===== config.mk =====
export PLATFORM = sky130hd
export DESIGN_NAME = integrate_dump
export DESIGN_NICKNAME = d
export VERILOG_FILES = /design/src/rtl/integrate_dump.sv
export SDC_FILE = /design/constraint.sdc
export NUM_CORES = 1
export LEC_CHECK = 0
export ABC_AREA = 0
export ABC_CLOCK_PERIOD_IN_PS = 3400
export BUFFER_PORTS_ARGS = -buffer_cell sky130_fd_sc_hd__buf_4
export CELL_PAD_IN_SITES_DETAIL_PLACEMENT = 1
export CELL_PAD_IN_SITES_GLOBAL_PLACEMENT = 2
export CORE_UTILIZATION = 30
export CTS_CLUSTER_DIAMETER = 120
export DETAILED_ROUTE_END_ITERATION = 6
export PLACE_DENSITY_LB_ADDON = 0.1
export RECOVER_POWER = 100
export SYNTH_ARGS = -nofsm -noshare
export SYNTH_HDL_FRONTEND = slang
export SYNTH_SLANG_ARGS = --single-unit

===== constraint.sdc =====
create_clock -name clk -period 3.4 [get_ports clk]
set_clock_uncertainty 0.1 [all_clocks]
set_input_delay 0.68 -clock clk [delete_from_list [all_inputs] [get_ports clk]]
set_output_delay 0.68 -clock clk [all_outputs]
set_load 0.005 [all_outputs]

===== src/rtl/integrate_dump.sv =====
// integrate_dump: integrate-and-dump accumulator for signed samples.
// Samples are sign-extended and summed with saturation until a dump strobe
// closes the interval; the totals are then held for a valid/ready consumer.
//
// Ports:
//   clk        - clock, rising edge
//   reset_n    - asynchronous active-low reset
//   in_valid   - in_value carries a sample this cycle
//   in_value   - signed two's-complement sample, IN_WIDTH bits
//   dump       - one-cycle strobe closing the current interval
//   out_ready  - consumer accepts the held result
//   out_valid  - a result is held for the consumer
//   out_value  - signed integrated sum, ACC_WIDTH bits
//   out_count  - samples in the interval (saturating), CNT_WIDTH bits
//   out_sat    - the interval clamped at least once
//   overrun    - one-cycle pulse: an unconsumed result was overwritten
//
// Output state machine:
//   state | meaning
//   EMPTY | no result held, out_valid=0
//   FULL  | result held, out_valid=1, waiting for handshake
module integrate_dump #(
  parameter int IN_WIDTH  = 4,
  parameter int ACC_WIDTH = 16,
  parameter int CNT_WIDTH = 14
) (
  input  logic                 clk,
  input  logic                 reset_n,
  input  logic                 in_valid,
  input  logic [IN_WIDTH-1:0]  in_value,
  input  logic                 dump,
  input  logic                 out_ready,
  output logic                 out_valid,
  output logic [ACC_WIDTH-1:0] out_value,
  output logic [CNT_WIDTH-1:0] out_count,
  output logic                 out_sat,
  output logic                 overrun
);

  typedef enum logic {EMPTY = 1'b0, FULL = 1'b1} state_t;

  localparam logic [ACC_WIDTH-1:0] ACC_MAX = {1'b0, {(ACC_WIDTH-1){1'b1}}};
  localparam logic [ACC_WIDTH-1:0] ACC_MIN = {1'b1, {(ACC_WIDTH-1){1'b0}}};
  localparam logic [CNT_WIDTH-1:0] CNT_ONE = {{(CNT_WIDTH-1){1'b0}}, 1'b1};

  state_t               state;
  logic [ACC_WIDTH-1:0] acc;
  logic [CNT_WIDTH-1:0] cnt;
  logic                 sat_flag;

  logic [ACC_WIDTH-1:0] sample_ext;
  logic [ACC_WIDTH:0]   sum_wide;
  logic [ACC_WIDTH-1:0] acc_sum;
  logic [ACC_WIDTH-1:0] acc_next;
  logic [CNT_WIDTH-1:0] cnt_next;
  logic                 clamp;
  logic                 sat_next;

  // Interval totals including the current-cycle sample; these feed both the
  // running registers and, on dump, the result registers.
  always_comb begin
    sample_ext = {{(ACC_WIDTH-IN_WIDTH){in_value[IN_WIDTH-1]}}, in_value};
    // One guard bit: overflow shows up as the top two bits disagreeing.
    sum_wide   = {acc[ACC_WIDTH-1], acc} + {sample_ext[ACC_WIDTH-1], sample_ext};
    clamp      = sum_wide[ACC_WIDTH] ^ sum_wide[ACC_WIDTH-1];
    if (!clamp)
      acc_sum = sum_wide[ACC_WIDTH-1:0];
    else if (sum_wide[ACC_WIDTH])
      acc_sum = ACC_MIN;
    else
      acc_sum = ACC_MAX;

    acc_next = in_valid ? acc_sum : acc;
    sat_next = sat_flag | (in_valid & clamp);
    cnt_next = cnt;
    if (in_valid && !(&cnt))
      cnt_next = cnt + CNT_ONE;
  end

  always_ff @(posedge clk or negedge reset_n) begin
    if (!reset_n) begin
      acc      <= '0;
      cnt      <= '0;
      sat_flag <= 1'b0;
    end else if (dump) begin
      acc      <= '0;
      cnt      <= '0;
      sat_flag <= 1'b0;
    end else begin
      acc      <= acc_next;
      cnt      <= cnt_next;
      sat_flag <= sat_next;
    end
  end

  always_ff @(posedge clk or negedge reset_n) begin
    if (!reset_n) begin
      state     <= EMPTY;
      out_valid <= 1'b0;
      out_value <= '0;
      out_count <= '0;
      out_sat   <= 1'b0;
      overrun   <= 1'b0;
    end else begin
      overrun <= 1'b0;
      if (dump) begin
        out_value <= acc_next;
        out_count <= cnt_next;
        out_sat   <= sat_next;
      end
      case (state)
        EMPTY: begin
          if (dump) begin
            state     <= FULL;
            out_valid <= 1'b1;
          end
        end
        FULL: begin
          if (dump) begin
            // Reloading while the consumer takes the old result is a normal
            // back-to-back transfer; without ready the old result is lost.
            overrun <= ~out_ready;
          end else if (out_ready) begin
            state     <= EMPTY;
            out_valid <= 1'b0;
          end
        end
        default: begin
          state     <= EMPTY;
          out_valid <= 1'b0;
        end
      endcase
    end
  end

endmodule


==> summary.md <==
| Metric | Value |
|---|---|
| Req. time, crit path | between 3 and 4 ns |
| Initial Util | 0.311 |
| N_diodes | 0 |
| FMAX | roughly 0.32 GHz |
| Setup crit end | out_sat |
| Cell Area, Synth | approximately 0.0038 mm^2 |
| Most common cell in the netlist | dfrtp_1 |
| Synth top area share | 0.432 |
| Io pins | between 40 and 50 |
| Final Cycle Share | 0.922 |
| Synth warnings | 0 |
| Seq/Total Area, Yosys | 0.432 |
| Die width | roughly 110 um |
| Sw Pwr | around 0.0012 W |
| Max-slew violation count | 66 |
| Pint | between 0.002 and 0.0025 W |
| Post-CTS Setup Bufs | 0 |
| Post-synth top cells | dfrtp_1 (65), nor2_1 (60), a21oi_1 (54), nand2_1 (28), o21ai_0 (22) |
| Unrepaired setup endpoints after global routing | no |
| Synth Instances | ~400 |
| Hold path depth | 2 |
| Clock-pin slew on the worst setup and hold paths | about 0.060 ns |
| GR peak layer | met2 |
| Reg-to-reg endpoint | out_sat |
| Reg2reg setup slack | 0.33 ns |
| Met2 usage | 0.286 |
| Root buf cell | clkbuf_16 |
| Vias | between 3k and 4k |
| FF-to-FF path depth | 9 |
| M3 GR Usage | 0.0356 |
| Max_slew headroom | -0.112 |
| Die footprint | about 0.013 mm^2 |
| Max Buffers Root-to-Sink | 2 |
| Flop pwr share | 0.295 |
| Critical path capture point type | flop |
| Status | finished with violations |
| Setup ws final | between 0.2 and 0.3 ns |
| Worst Hold Class | reg -> reg |
| Initial antenna violation count | 0 |
| Yosys cell types | 55 |
| Dpl hpwl | 7340 um |
| Nets | about 480 |
| CP Class | in -> reg |
| Layout cells sized above 1 | 0.206 |
| Crit path DAT | between 3 and 4 ns |
| Startpoint Class | input pin |
| Violated checks | max-capacitance violations, max-slew violations |
| Inst Count DP | around 610 |
| Final Hold Fails | 0 |
| Power share of the clock group | 0.319 |
| Synth area leader | dfrtp_1 |
| CTS Buf Count | 9 |
| H-tree depth | 3 |
| Reg2reg start | acc[1] |
| Sw frac | 0.348 |
| Tightest Pin Transition | 1.67 ns |
| Worst-Skew Late Latency | 0.33 ns |
| Setup TNS | 0 ns |
| Avg Vias per Cell | about 5 |
| Routed Wire Length | about 10,000 um |
| Design Power | around 0.0034 W |
| Ys async rst share | 1.00 |
| Syn Nets | around 430 |
| Synth top area cells | dfrtp_1 (43%), a21oi_1 (7.2%), nor2_1 (6.0%) |
| EDFF count, synth | 0 |
| Largest net degree at the start of global routing | 66 |
| Chip Height | between 100 and 150 um |
| Core area | 0.0121 mm^2 |
| Worst Path Max Fanout | 11 |
| Drt initial violations | just under 90 |
| Peak supply drop | 0.000240 V |
| Wirelength per Cell | 16.2 um |
| Grt ovf | 0 |
| IO Port Bufs | just over 40 |
| Primary FF master, synth | dfrtp_1 |
| # DRC | 0 |
| MaxCap Viol Count | 1 |
| CTS resizes | 0 |
| Worst slack, placed | -0.0873 ns |
| Post-route ant nets | 0 |
| Final Non-Filler Cells | 624 |
| Synth Register Bits | 65 |
| Layout area overhead | 22.4% |
| Critical Path Source | in_value[0] |
| Finish-stage setup viols | 0 |
| Min Clock Period, post-route | between 3 and 4 ns |
| GR Layer Usage met1 | 0.220 |
| Hold Buf Count CTS | 0 |
| P_leak | 2.04 nW |
| Final cell utilization of the core | 0.380 |
| First-pass GRT wire length | ~17,000 um |
| # rows | 40 |
| Gpl congestion | 0.784 |
| Mapped Avg Cell Area | approximately 9.4 um^2 |
| PD cells | 738 mW/mm^2 |
| Drt first pass iters | 4 |
| Comb power frac | 0.386 |
| CTS sink cnt | 65 |
| Number of global-route vias before repair | ~3.3k |
| Gr usage total | 0.171 |
| CTS tree | yes |
==> how the worst min path moves through the flow <==
stage / from / endpoint
2_1_floorplan: reset_n / acc[0]
3_3_place_gp: out_count[11] / out_count[11]
3_5_place_dp: out_value[15] / out_value[15]
4_1_cts: state / out_valid
5_1_grt: out_value[15] / out_value[15]
6_report: out_count[12] / out_count[12]
==> power by group through the flow <==
stage               registers (W)  clock network, W  logic (W)
floorplan                0.000999                 0   0.000960
global placement          0.00102                 0    0.00137
detailed placement        0.00102                 0    0.00139
CTS                       0.00101           0.00112    0.00140
global route              0.00102           0.00114    0.00148
finish                    0.00100           0.00109    0.00131
==> metrics by stage <==
| stage | hold slack [ns] | cell area (um^2) |
|---|---|---|
| 6_report | 0.386 | 4610 |
| 5_1_grt | 0.415 | 4610 |
| 4_1_cts | 0.393 | 4650 |
| 3_5_place_dp | 0.379 | 4310 |
| 3_3_place_gp | 0.372 | 4310 |
| 2_1_floorplan | 0.284 | 3760 |
==> area by class of cell <==
class | instances | area, um^2
timing repair buffer | 57 | 417
clock buffer | 10 | 229
multi-input combinational | 307 | 1970
fill | 1420 | 7500
tap | 168 | 210
clock inverter | 6 | 115
inverter | 11 | 41.3
sequential | 65 | 1630
==> cell families (layout without fill, tap and decap cells) <==
logic type | count (synthesis) | after routing | share of synthesized area
AND/OR/NAND/NOR | 129 | 129 | 0.157
adder cells (fa/ha/maj) | 28 | 28 | 0.0914
buffers and inverters | 30 | 84 | 0.0376
flip-flops | 65 | 65 | 0.432
multiplexers | 3 | 3 | 0.00831
AO/OA/AOI/OAI | 122 | 122 | 0.215
XOR/XNOR | 25 | 25 | 0.0582
==> layer usage <==
layer	share of wire	routed length [um]
met4	0.015	154
met1	0.48	4880
met3	0.028	283
met2	0.47	4780
met5	0	0
==> layout by cell type (no fill, tap or decap), types with 12 or more instances in the layout <==
master    instances
a21oi_1          54
dfrtp_1          65
nand2_1          28
xnor2_1          12
buf_4            18
xor2_1           13
nor2_1           60
ha_1             17
clkbuf_4         35
o21ai_0          24
==> sequential cells by signal, summed over array words and instances, names as in the netlist <==
| name | cells |
|---|---|
| out_value | 16 |
| sat_flag | 1 |
| out_valid | 1 |
| state | 1 |
| out_sat | 1 |
| acc | 16 |
| overrun | 1 |
| cnt | 14 |
| out_count | 14 |
==> critical path, stage by stage <==
cell      delay (ns)
clkbuf_4        0.11
ha_1            0.23
fa_1            0.40
a211oi_1        0.28
o211ai_1        0.17
clkbuf_4        0.18
a31o_2          0.24
o21bai_2        0.24
clkbuf_2        0.32
xnor2_1         0.11
a21oi_1         0.19
o21ai_1         0.07
Note: power is estimated with default switching activity, not from simulation.
